[src/rtl/vga_dma_sequencer_pkg.sv]
// Shared definitions for the VGA line DMA sequencer: DMA control register
// offsets, sequencer state encodings and the FIFO room test.
package vga_dma_sequencer_pkg;

    localparam logic [2:0] S_ADDR      = 3'd0;
    localparam logic [2:0] LONGTH      = 3'd1;
    localparam logic [2:0] CONTROL     = 3'd2;
    localparam logic [2:0] START_ADDR  = 3'd3;
    localparam logic [2:0] STATUS_ADDR = 3'd4;

    typedef enum logic [3:0] {
        SEQ_IDLE      = 4'd0,
        SEQ_WR_CTRL   = 4'd1,
        SEQ_WAIT_ROOM = 4'd2,
        SEQ_WR_SADDR  = 4'd3,
        SEQ_WR_LEN    = 4'd4,
        SEQ_WR_START  = 4'd5,
        SEQ_WAIT_IRQ  = 4'd6,
        SEQ_WR_CLR    = 4'd7,
        SEQ_NEXT      = 4'd8
    } seq_state_e;

    // True when a whole line fits in the pixel FIFO on top of its current fill.
    function automatic logic fifo_has_room(input logic [11:0] used, input logic [31:0] limit);
        return ({20'd0, used} <= limit);
    endfunction

endpackage

[src/rtl/vga_dma_sequencer_avm_single_writer.sv]
// One-outstanding-write Avalon-MM master: captures addr/data on issue, holds
// them through waitrequest, and pulses done in the idle cycle after completion.
module avm_single_writer
    import vga_dma_sequencer_pkg::*;
(
    input  logic        clk,
    input  logic        reset_n,
    input  logic        issue,
    input  logic [2:0]  addr,
    input  logic [31:0] data,
    input  logic        waitrequest,
    output logic [2:0]  avm_address,
    output logic        avm_write,
    output logic [31:0] avm_writedata,
    output logic        done
);

    logic        write_r;
    logic        done_r;
    logic [2:0]  address_r;
    logic [31:0] writedata_r;

    // Write handshake; the done cycle doubles as the mandatory idle gap.
    always_ff @(posedge clk) begin
        if (!reset_n) begin
            write_r     <= 1'b0;
            done_r      <= 1'b0;
            address_r   <= 3'd0;
            writedata_r <= 32'd0;
        end else if (write_r) begin
            if (!waitrequest) begin
                write_r <= 1'b0;
                done_r  <= 1'b1;
            end else begin
                done_r  <= 1'b0;
            end
        end else if (issue && !done_r) begin
            write_r     <= 1'b1;
            done_r      <= 1'b0;
            address_r   <= addr;
            writedata_r <= data;
        end else begin
            done_r <= 1'b0;
        end
    end

    assign avm_address   = address_r;
    assign avm_write     = write_r;
    assign avm_writedata = writedata_r;
    assign done          = done_r;

endmodule

[src/rtl/vga_dma_sequencer.sv]
// Frame scheduler for the 1-bit VGA line DMA: programs, starts and acknowledges
// the DMA once per line, throttled on pixel FIFO fill level.
module vga_dma_sequencer
    import vga_dma_sequencer_pkg::*;
#(
    parameter int LINES       = 480,
    parameter int LINE_BYTES  = 80,
    parameter int LINE_STRIDE = 80,
    parameter int FIFO_DEPTH  = 4096
) (
    input  logic        clk,
    input  logic        reset_n,
    input  logic        cfg_enable,
    input  logic [31:0] cfg_fb_base,
    input  logic        frame_start,
    output logic [2:0]  avm_ctl_address,
    output logic        avm_ctl_write,
    output logic [31:0] avm_ctl_writedata,
    input  logic        avm_ctl_waitrequest,
    input  logic        dma_irq,
    input  logic [11:0] fifo_wruserdw,
    output logic        busy,
    output logic [15:0] cur_line,
    output logic        frame_done,
    output logic        overrun
);

    localparam logic [31:0] LEN_WORD_C   = 32'(LINE_BYTES - 2);
    localparam logic [31:0] ROOM_LIMIT_C = 32'(FIFO_DEPTH - LINE_BYTES / 2);
    localparam logic [31:0] STRIDE_C     = 32'(LINE_STRIDE);
    localparam logic [15:0] LINES_C      = 16'(LINES);

    seq_state_e  state_r;
    seq_state_e  next_state_s;
    logic        issue_s;
    logic [2:0]  wr_addr_s;
    logic [31:0] wr_data_s;
    logic        wr_done_s;
    logic        start_s;
    logic        room_s;
    logic [31:0] base_r;
    logic [31:0] offset_r;
    logic [15:0] line_r;
    logic        busy_r;
    logic        frame_done_r;
    logic        overrun_r;
    logic        irq_arm_r;

    assign start_s = frame_start && cfg_enable && (state_r == SEQ_IDLE);
    assign room_s  = fifo_has_room(fifo_wruserdw, ROOM_LIMIT_C);

    avm_single_writer u_writer (
        .clk           (clk),
        .reset_n       (reset_n),
        .issue         (issue_s),
        .addr          (wr_addr_s),
        .data          (wr_data_s),
        .waitrequest   (avm_ctl_waitrequest),
        .avm_address   (avm_ctl_address),
        .avm_write     (avm_ctl_write),
        .avm_writedata (avm_ctl_writedata),
        .done          (wr_done_s)
    );

    // State register.
    always_ff @(posedge clk) begin
        if (!reset_n) begin
            state_r <= SEQ_IDLE;
        end else begin
            state_r <= next_state_s;
        end
    end

    // Next-state and write-request decode; each WR_* state owns exactly one write.
    always_comb begin
        next_state_s = state_r;
        issue_s      = 1'b0;
        wr_addr_s    = CONTROL;
        wr_data_s    = 32'd0;
        case (state_r)
            SEQ_IDLE: begin
                if (start_s) next_state_s = SEQ_WR_CTRL;
                else         next_state_s = SEQ_IDLE;
            end
            SEQ_WR_CTRL: begin
                issue_s   = 1'b1;
                wr_addr_s = CONTROL;
                if (wr_done_s) next_state_s = SEQ_WAIT_ROOM;
                else           next_state_s = SEQ_WR_CTRL;
            end
            SEQ_WAIT_ROOM: begin
                if (room_s) next_state_s = SEQ_WR_SADDR;
                else        next_state_s = SEQ_WAIT_ROOM;
            end
            SEQ_WR_SADDR: begin
                issue_s   = 1'b1;
                wr_addr_s = S_ADDR;
                wr_data_s = base_r + offset_r;
                if (wr_done_s) next_state_s = SEQ_WR_LEN;
                else           next_state_s = SEQ_WR_SADDR;
            end
            SEQ_WR_LEN: begin
                issue_s   = 1'b1;
                wr_addr_s = LONGTH;
                wr_data_s = LEN_WORD_C;
                if (wr_done_s) next_state_s = SEQ_WR_START;
                else           next_state_s = SEQ_WR_LEN;
            end
            SEQ_WR_START: begin
                issue_s   = 1'b1;
                wr_addr_s = START_ADDR;
                if (wr_done_s) next_state_s = SEQ_WAIT_IRQ;
                else           next_state_s = SEQ_WR_START;
            end
            SEQ_WAIT_IRQ: begin
                if (irq_arm_r && dma_irq) next_state_s = SEQ_WR_CLR;
                else                      next_state_s = SEQ_WAIT_IRQ;
            end
            SEQ_WR_CLR: begin
                issue_s   = 1'b1;
                wr_addr_s = STATUS_ADDR;
                if (wr_done_s) next_state_s = SEQ_NEXT;
                else           next_state_s = SEQ_WR_CLR;
            end
            SEQ_NEXT: begin
                if (line_r == LINES_C)  next_state_s = SEQ_IDLE;
                else if (!cfg_enable)   next_state_s = SEQ_IDLE;
                else                    next_state_s = SEQ_WAIT_ROOM;
            end
            default: begin
                next_state_s = SEQ_IDLE;
            end
        endcase
    end

    // Frame datapath: base/offset/line tracking, busy, done pulse and sticky overrun.
    always_ff @(posedge clk) begin
        if (!reset_n) begin
            base_r       <= 32'd0;
            offset_r     <= 32'd0;
            line_r       <= 16'd0;
            busy_r       <= 1'b0;
            frame_done_r <= 1'b0;
            overrun_r    <= 1'b0;
            irq_arm_r    <= 1'b0;
        end else begin
            frame_done_r <= 1'b0;
            // The first WAIT_IRQ cycle is blind to cover the DMA start latency.
            irq_arm_r    <= (state_r == SEQ_WAIT_IRQ);
            if (frame_start && (state_r != SEQ_IDLE)) begin
                overrun_r <= 1'b1;
            end
            case (state_r)
                SEQ_IDLE: begin
                    if (start_s) begin
                        base_r   <= cfg_fb_base;
                        offset_r <= 32'd0;
                        line_r   <= 16'd0;
                        busy_r   <= 1'b1;
                    end
                end
                SEQ_WR_CLR: begin
                    if (wr_done_s) begin
                        line_r   <= line_r + 16'd1;
                        offset_r <= offset_r + STRIDE_C;
                    end
                end
                SEQ_NEXT: begin
                    if (line_r == LINES_C) begin
                        frame_done_r <= 1'b1;
                        busy_r       <= 1'b0;
                    end else if (!cfg_enable) begin
                        busy_r <= 1'b0;
                    end
                end
                default: begin
                end
            endcase
        end
    end

    assign busy       = busy_r;
    assign cur_line   = line_r;
    assign frame_done = frame_done_r;
    assign overrun    = overrun_r;

endmodule

[config.mk]
export PLATFORM = sky130hd
export DESIGN_NAME = vga_dma_sequencer
export DESIGN_NICKNAME = d
export VERILOG_FILES = /design/src/rtl/vga_dma_sequencer_pkg.sv /design/src/rtl/vga_dma_sequencer_avm_single_writer.sv /design/src/rtl/vga_dma_sequencer.sv
export SDC_FILE = /design/constraint.sdc
export NUM_CORES = 1
export LEC_CHECK = 0
export BUFFER_PORTS_ARGS = -buffer_cell sky130_fd_sc_hd__buf_2
export CAP_MARGIN = 20
export CORE_MARGIN = 10
export CORE_UTILIZATION = 58
export DETAILED_ROUTE_END_ITERATION = 7
export PLACE_DENSITY = 0.81
export SLEW_MARGIN = 20
export SYNTH_ARGS = -nofsm -noshare
export SYNTH_HDL_FRONTEND = slang
export SYNTH_HIERARCHICAL = 1
export SYNTH_SLANG_ARGS = --single-unit
[constraint.sdc]
create_clock -name clk -period 2.9 [get_ports clk]
set_input_delay 0.58 -clock clk [delete_from_list [all_inputs] [get_ports clk]]
set_output_delay 0.58 -clock clk [all_outputs]
set_load 0.02 [all_outputs]
# --- Word-level counts from Yosys, hierarchy flattened ---
# Index checks and enable logic that the tools add are counted.
# W data, S select, Z words.
totals:
  ff_bits: 125
classes:
  magnitude_cmp: 1
  muxes: 29
  reduce_logical: 17
  bitwise_logic: 1
  add_sub_neg: 3
  n_eq_ne: 12
op_table:
  columns: ["op", "n"]
  rows:
  - ["$pmux W32 S2", 2]
  - ["$mux W32", 2]
  - ["$pmux W4 S9", 1]
  - ["$add A32 B32 Y32", 1]
  - ["$add A32 B7 Y32 const B", 1]
  - ["$mux W16", 2]
  - ["$pmux W16 S2", 1]
  - ["$add A16 B1 Y16 const B", 1]
  - ["$eq A16 B9 Y1 const B", 1]
  - ["$eq A4 B3 Y1 const B", 4]
  - ["$mux W1", 13]
  - ["$le A12 B12 Y1 const B", 1]
  - ["$pmux W3 S4", 1]
  - ["$eq A4 B2 Y1 const B", 2]
  - ["$mux W2", 4]
  - ["$reduce_and A2 Y1", 4]
  - ["$reduce_and A3 Y1", 2]
  - ["$logic_and A1 B1 Y1", 5]
  - ["$reduce_or A5 Y1", 1]
  - ["$eq A4 B1 Y1 const B", 1]
  - ["$eq A4 B4 Y1 const B", 1]
  - ["$logic_not A4 Y1", 1]
  - ["$mux W4", 1]
  - ["$reduce_bool A2 Y1", 2]
  - ["8 further kinds", 8]

# --- Depth between registers and ports, before layout ---
# Gate-level depths: netlist (run 1).
logic_depth:
  depth_word: 6
  mapped_depth: 10
  mapped_depth_nobuf: 9

# --- Hierarchy ---
# The synthesis (run 1) kept the hierarchy.
modules_own_cells:
  columns: ["mod", "area_each_um2", "n_inst", "cells_per_inst"]
  rows:
  - ["vga_dma_sequencer", 5470.2, 1, 718]
  - ["avm_single_writer", 1500.2, 1, 159]

# --- Worst setup path before layout (run 1) ---
# Ideal clock, no wire load.
synth_path:
  kind: "reg-to-reg"
  start: "reg offset_r[13]"
  end: "reg u_writer.writedata_r[31] (netlist: u_writer/avm_writedata[31])"
  path_slack_ps: 567
  t_required_ps: 2828
  stages_incl_launch_ff: 11
  setup_time_ps: 72
  period_less_slack_ps: 2333
  arrival_time_ps: 2261
  path_cell_list: "dfxtp_1 ha_1 clkbuf_1 and3_1 o2111a_1 a21oi_2 a2111oi_0 or4_1 a21oi_1 nand2_1 mux2i_1"
synth_via:
  elab_chain_len: 2
synth_lines:
  columns: ["element", "line", "text"]
  rows:
  - ["start: declaration", "vga_dma_sequencer.sv:42", "logic [31:0] offset_r;"]
  - ["start signal: assignment", "vga_dma_sequencer.sv:165", "offset_r <= offset_r + STRIDE_C;"]
  - ["$add A32 B32 Y32", "vga_dma_sequencer.sv:98", "wr_data_s = base_r + offset_r;"]
  - ["$pmux W32 S2", "vga_dma_sequencer.sv:80", "case (state_r)"]
  - ["via wr_data_s[31]", "vga_dma_sequencer.sv:37", "logic [31:0] wr_data_s;"]
  - ["end signal: assignment", "vga_dma_sequencer_avm_single_writer.sv:41", "writedata_r <= data;"]
  - ["end: declaration", "vga_dma_sequencer_avm_single_writer.sv:21", "logic [31:0] writedata_r;"]
# The timed path passes the listed nets, and every way through them passes these cells.
# A chain may end at the register's enable or synchronous reset.

# --- Worst setup path after layout (run 1) ---
layout_path:
  start: "reg offset_r[6]"
  end: "reg u_writer.writedata_r[24] (netlist: u_writer/avm_writedata[24])"
# The elaborated chain is that of the path after synthesis.

==> results.sh, run 1 <==
export IMPL_p_int_uw=3190
export IMPL_relSlewSlack_pct=38.3
export IMPL_post_cts_buffers=0
export IMPL_period_minus_slack_ns=2.71
export IMPL_clk_latency_ns=0.42
export IMPL_post_place_ws_ns=0.227
export IMPL_r2r_end="u_writer/avm_writedata[24]$_SDFFE_PN0P_"
export IMPL_min_period_over_period_pct=93.3
export IMPL_grt_pass1_vias=6040
export IMPL_cts_repair_resized=0
export IMPL_synth_top_flop_cell="dfxtp_1"
export IMPL_fp_dieW_um=130
export IMPL_finalSetupViolCount=0
export IMPL_r2r_cells=10
export IMPL_drt_initial_drc_count=470
export IMPL_reg2reg_slack_ns=0.19
export IMPL_antenna_found_initial=0
export IMPL_synth_edf_count=0
export IMPL_cpMostUsedCell="o21ai_0"
export IMPL_crit_path_top_delay_cell="o21ai_0"
export IMPL_start_util_pct=60.0
export IMPL_totalWireLength_mm=17.9
export IMPL_vias_per_cell=5.72
export IMPL_setup_tns_ns=0
export IMPL_ctsHoldBuffers=0
export IMPL_crit_chain="ha_1 -> o21ai_0 -> o21ai_0 -> a31o_2 -> a21oi_1 -> buf_4 -> o31ai_1 -> mux2_2 -> nand2_1 -> mux2i_1"
export IMPL_grt_pass1_wl_mm=29.6
export IMPL_dp_hpwl_mm=13.2
export IMPL_die_h_um=130
export IMPL_ys_seq_area_share_pct=34.8
export IMPL_firstDrtPassIters=6
export IMPL_synth_top_cell_area_share_pct=34.8
export IMPL_clock_power_share_pct=51.6
export IMPL_diodes=0
export IMPL_worst_pin_slew_ns=0.926
export IMPL_min_delay_start="avm_ctl_waitrequest"
export IMPL_async_flop_share_pct=0
export IMPL_grt_setup_unrepaired="no"
export IMPL_outcome="completed"
export IMPL_row_count=39
export IMPL_cp_max_fo=5
export IMPL_fin_ws_ns=0.194
export IMPL_fin_nets=1042
export IMPL_syn_to_final_growth_pct=16.4
export IMPL_ys_top_cells_by_area="dfxtp_1, nand2_1, mux2i_1"
export IMPL_syn_avg_cell_area_um2=7.95
export IMPL_crit_start="offset_r[6]$_SDFFE_PN0P_"
export IMPL_maxCapViolations=0
export IMPL_worstPathArrival_ns=2.99
export IMPL_track_usage_pct=21.6
export IMPL_fmaxAchievable_mhz=370
export IMPL_cts_root_buf="clkbuf_16"
export IMPL_synth_warning_count=6
export IMPL_gp_congestion=0.966
export IMPL_power_frac_seq_pct=41.7
export IMPL_post_drt_wl_per_cell_um=16.0
export IMPL_gr_total_overflow=0
export IMPL_cts_tree="yes"
export IMPL_drv_slew=0
export IMPL_syn_area_um2=6970
export IMPL_ir_drop_v=0.000392
export IMPL_ys_types=64
export IMPL_reg2reg_from="offset_r[6]$_SDFFE_PN0P_"
export IMPL_min_path_cells=2
export IMPL_worstSetupPathType="flip-flop to flip-flop"
export IMPL_core_area_um2=11600
export IMPL_drive_above_1_share_pct=17.1
export IMPL_leakage_uw=0.00337
export IMPL_critPathRequiredTime_ns=3.19
export IMPL_synth_seq_cells=121
export IMPL_hold_end="u_writer/done$_SDFF_PN0_"
export IMPL_crit_path_end_kind="flip-flop"
export IMPL_fin_worst_skew_ns=0.00502
export IMPL_synthCells=877
export IMPL_cts_buffer_depth=2
export IMPL_drcViolationCount=0
export IMPL_critPathMaxStageDelay_ns=0.39
export IMPL_power_frac_comb_pct=6.7
export IMPL_p_sw_uw=915
export IMPL_cts_made_buffers=17
export IMPL_die_area_um2=16800
export IMPL_hold_viol=0
export IMPL_portBuffers=104
export IMPL_cts_max_level=4
export IMPL_grt_max_degree=122
export IMPL_syn_nets=957
export IMPL_power_density_nw_per_um2=506
export IMPL_clkSlewWorstSetupHoldPaths_ns=0.05
export IMPL_ant_nets=0
export IMPL_cts_sinks=121
export IMPL_startpoint_type="flip-flop"
export IMPL_synth_top_area_cell="dfxtp_1"
export IMPL_vias=6399
export IMPL_hold_path_class="input port to flip-flop"
export IMPL_p_sw_share_pct=22.3
export IMPL_io_pins=105
==> how the worst max path moves through the flow <==
stage | endpoint | cells past startpoint
after detailed placement | u_writer/avm_writedata[31]$_SDFFE_PN0P_ | 9
after CTS | u_writer/avm_writedata[31]$_SDFFE_PN0P_ | 9
after floorplan | u_writer/avm_writedata[31]$_SDFFE_PN0P_ | 10
after global routing | u_writer/avm_writedata[23]$_SDFFE_PN0P_ | 9
after global placement | u_writer/avm_writedata[31]$_SDFFE_PN0P_ | 9
final | u_writer/avm_writedata[24]$_SDFFE_PN0P_ | 10
==> area by class of cell <==
type | instances | area (um2)
clock inverter | 8 | 90.1
inverter | 11 | 41.3
multi-input combinational | 691 | 4210
clock buffer | 24 | 512
sequential | 121 | 2420
tap | 143 | 179
timing repair buffer | 120 | 656
fill | 957 | 3500
==> sequential cells by signal, summed over array words and instances (netlist names) <==
register,flops
u_writer/avm_write,1
u_writer/avm_address,3
overrun,1
irq_arm_r,1
u_writer/avm_writedata,32
offset_r,28
state_r,4
frame_done,1
base_r,32
cur_line,16
busy,1
u_writer/done,1
==> metrics by stage <==
stage	hold slack [ns]	power, uW	instances	area [um2]	util, %
detailed placement	0.445	2020	1086	7510	64.7
finish	0.340	4110	1118	8110	69.9
global placement	0.440	2020	1086	7510	64.7
floorplan	0.439	1940	877	6970	-
CTS	0.317	4140	1118	8110	69.8
global route	0.326	4260	1118	8110	69.9
==> Yosys cell counts, drive strengths merged, types with 20 or more instances <==
library cell,instances
clkbuf,35
o21ai,34
nand3,26
nor3,30
mux2i,40
nor2,70
dfxtp,121
a21oi,33
xor2,20
a21boi,37
ha,30
nand2,195
==> worst max-delay path: cells and delay by family, from the launching register on <==
kind	cells	cell delay [ns]
flops	1	0.35
fa+ha+maj	1	0.34
buf+inv	1	0.16
mux	2	0.45
simple gates	1	0.06
compound gates	5	1.21
==> metal layers <==
metal / vias to the layer above / routed length (um) / track usage [%]
met3: 31 / 1190 / 5.55
met2: 201 / 8130 / 33.6
met1: 2931 / 8260 / 28.3
li1: 3236 / - / -
met5: - / 0 / 0
met4: 0 / 327 / 7.67
==> kinds of logic after synthesis <==
group	after synthesis	share of synthesized area [%]
AND/OR/NAND/NOR	415	28.2
AO/OA/AOI/OAI	170	16.4
flip-flops	121	34.8
buffers and inverters	65	4.92
multiplexers	41	5.91
XOR/XNOR	35	4.40
adder cells (fa/ha/maj)	30	5.39
==> placed cells by master (no fill, tap or decap), types with 29 or more instances in the layout <==
cell and n:
a21oi_1 32, mux2i_1 40, nor2_1 70, a21boi_0 37, nand2_1 194, dfxtp_1 121
ha_1 30, o21ai_0 33, nor3_1 29, buf_2 103
==> power groups by stage <==
stage                     Sequential [uW]  Clock [uW]  Combinational, uW
after detailed placement             1750           0                273
after floorplan                      1740           0                196
after global placement               1750           0                272
after CTS                            1710        2150                275
after global routing                 1710        2240                302
final                                1710        2120                276
Power figures use the tool's default switching activity.
==> run 2, diff against run 1 <==
--- a/config.mk
+++ b/config.mk
@@ -8,9 +8,9 @@
 export BUFFER_PORTS_ARGS = -buffer_cell sky130_fd_sc_hd__buf_2
 export CAP_MARGIN = 20
 export CORE_MARGIN = 10
-export CORE_UTILIZATION = 58
+export CORE_UTILIZATION = 62
 export DETAILED_ROUTE_END_ITERATION = 7
-export PLACE_DENSITY = 0.81
+export PLACE_DENSITY = 0.86
 export SLEW_MARGIN = 20
 export SYNTH_ARGS = -nofsm -noshare
 export SYNTH_HDL_FRONTEND = slang
==> constraint.sdc (replaced) <==
create_clock -name clk -period 3.2 [get_ports clk]
set_input_delay 0.64 -clock clk [delete_from_list [all_inputs] [get_ports clk]]
set_output_delay 0.64 -clock clk [all_outputs]
set_load 0.02 [all_outputs]
==> run 2 against run 1 <==
Against the previous run:
- via count is 1.8% higher
- critical path type unchanged
- cell area is 1.5% lower
- highest routed layer unchanged
- utilization is 3.2 points higher
==> results.sh, run 2 (synthesis gave the netlist of run 1 again) <==
export IMPL_outcome="completed"
export IMPL_cts_tree="yes"
export IMPL_grt_pass1_vias=6420
export IMPL_fp_dieW_um=126
export IMPL_power_density_nw_per_um2=450
export IMPL_fin_worst_skew_ns=0.00818
export IMPL_reg2reg_slack_ns=0.40
export IMPL_syn_to_final_growth_pct=14.6
export IMPL_cts_made_buffers=17
export IMPL_critPathMaxStageDelay_ns=0.80
export IMPL_drcViolationCount=0
export IMPL_startpoint_type="flip-flop"
export IMPL_cts_sinks=121
export IMPL_crit_start="offset_r[14]$_SDFFE_PN0P_"
export IMPL_crit_path_top_delay_cell="a2111oi_0"
export IMPL_crit_chain="ha_1 -> and3_1 -> o2111a_1 -> a21oi_2 -> a2111oi_0 -> o31ai_1 -> a21oi_1 -> nand2_1 -> mux2i_1"
export IMPL_portBuffers=104
export IMPL_clk_latency_ns=0.42
export IMPL_grt_max_degree=83
export IMPL_leakage_uw=0.00331
export IMPL_hold_viol=0
export IMPL_cp_num_buf_inv=0
export IMPL_worstSetupPathType="flip-flop to flip-flop"
export IMPL_fin_ws_ns=0.402
export IMPL_dp_hpwl_mm=13.5
export IMPL_io_pins=105
export IMPL_die_area_um2=15900
export IMPL_diodes=0
export IMPL_gp_congestion=0.991
export IMPL_path_delay_family="compound AO/OA/AOI/OAI gates"
export IMPL_setup_tns_ns=0
export IMPL_critPathRequiredTime_ns=3.55
export IMPL_min_period_over_period_pct=87.4
export IMPL_fin_nets=1037
export IMPL_worst_pin_slew_ns=0.922
export IMPL_cts_buffer_depth=2
export IMPL_hold_path_class="input port to flip-flop"
export IMPL_relSlewSlack_pct=38.5
export IMPL_clkSlewWorstSetupHoldPaths_ns=0.05
export IMPL_min_path_cells=2
export IMPL_r2r_end="u_writer/avm_writedata[31]$_SDFFE_PN0P_"
export IMPL_drive_above_1_share_pct=16.1
export IMPL_start_util_pct=63.7
export IMPL_drt_initial_drc_count=545
export IMPL_firstDrtPassIters=6
export IMPL_die_h_um=126
export IMPL_vias=6512
export IMPL_hold_end="u_writer/done$_SDFF_PN0_"
export IMPL_fmaxAchievable_mhz=357
export IMPL_gr_total_overflow=0
export IMPL_crit_path_end_kind="flip-flop"
export IMPL_post_place_ws_ns=0.481
export IMPL_drv_slew=0
export IMPL_totalWireLength_mm=18.7
export IMPL_row_count=38
export IMPL_grt_setup_unrepaired="no"
export IMPL_track_usage_pct=23.2
export IMPL_post_drt_wl_per_cell_um=16.9
export IMPL_min_delay_start="avm_ctl_waitrequest"
export IMPL_whs_ns=0.402
export IMPL_period_minus_slack_ns=2.80
export IMPL_vias_per_cell=5.90
export IMPL_finalSetupViolCount=0
export IMPL_cp_max_fo=8
export IMPL_core_area_um2=10900
export IMPL_ir_drop_v=0.000362
export IMPL_r2r_cells=9
export IMPL_ant_nets=0
export IMPL_cp_depth=9
export IMPL_antenna_found_initial=0
export IMPL_cts_root_buf="clkbuf_16"
export IMPL_worstPathArrival_ns=3.15
export IMPL_cts_max_level=4
export IMPL_post_cts_buffers=0
export IMPL_cts_repair_resized=0
export IMPL_reg2reg_from="offset_r[14]$_SDFFE_PN0P_"
export IMPL_final_cell_mix="nand2_1, dfxtp_1, buf_2, nor2_1, mux2i_1"
export IMPL_ctsHoldBuffers=0
export IMPL_maxCapViolations=0
export IMPL_final_common_cell="nand2_1"
export IMPL_grt_pass1_wl_mm=31.1
==> run 2: changes by cell type in the layout (fill, tap and decap cells not counted) <==
cell       delta
a2111oi_0     +1
buf_4         -4
a2111oi_1     -1
buf_12        -1
clkbuf_8      -4
clkbuf_1      +1
clkinv_2      -3
==> run 2: final cells by class <==
cell class	count	area [um2]
fill	883	2940
inverter	11	41.3
tap	140	175
timing repair buffer	115	606
clock buffer	21	460
sequential	121	2420
multi-input combinational	691	4210
clock inverter	5	75.1
==> run 2: how the worst max path moves through the flow <==
stage,slack [ns],to
floorplan,0.87,u_writer/avm_writedata[31]$_SDFFE_PN0P_
global placement,0.61,u_writer/avm_writedata[31]$_SDFFE_PN0P_
detailed placement,0.48,u_writer/avm_writedata[31]$_SDFFE_PN0P_
CTS,0.51,u_writer/avm_writedata[31]$_SDFFE_PN0P_
global route,0.25,u_writer/avm_writedata[31]$_SDFFE_PN0P_
finish,0.40,u_writer/avm_writedata[31]$_SDFFE_PN0P_
==> run 2: worst register-to-register path: cells and delay by family (launching register included) <==
kind,cells,cell delay (ns)
AO/OA/AOI/OAI,5,1.45
adder cells (fa/ha/maj),1,0.46
flip-flops,1,0.36
multiplexers,1,0.15
AND/OR/NAND/NOR,2,0.31
==> run 2: metrics by stage <==
stage	util (%)	total power [uW]	instance area, um2	std cells
2_1_floorplan	-	1760	6970	877
3_3_place_gp	68.2	1820	7460	1078
3_5_place_dp	68.2	1830	7460	1078
4_1_cts	73.1	3600	7990	1104
5_1_grt	73.1	3700	7990	1104
6_report	73.1	3600	7990	1104
==> run 2: power by group <==
part | switching [uW] | internal [uW]
Combinational | 154 | 95.9
Clock | 645 | 1150
Sequential | 17.5 | 1530
Total | 816 | 2780
==> run 2: routing by layer <==
layer	part of all wire (%)	GRT usage [%]	wire length, um
met1	44	28.7	8200
met5	0	0	0
met3	7.2	5.91	1350
met2	47	37.5	8710
met4	2.3	9.65	427
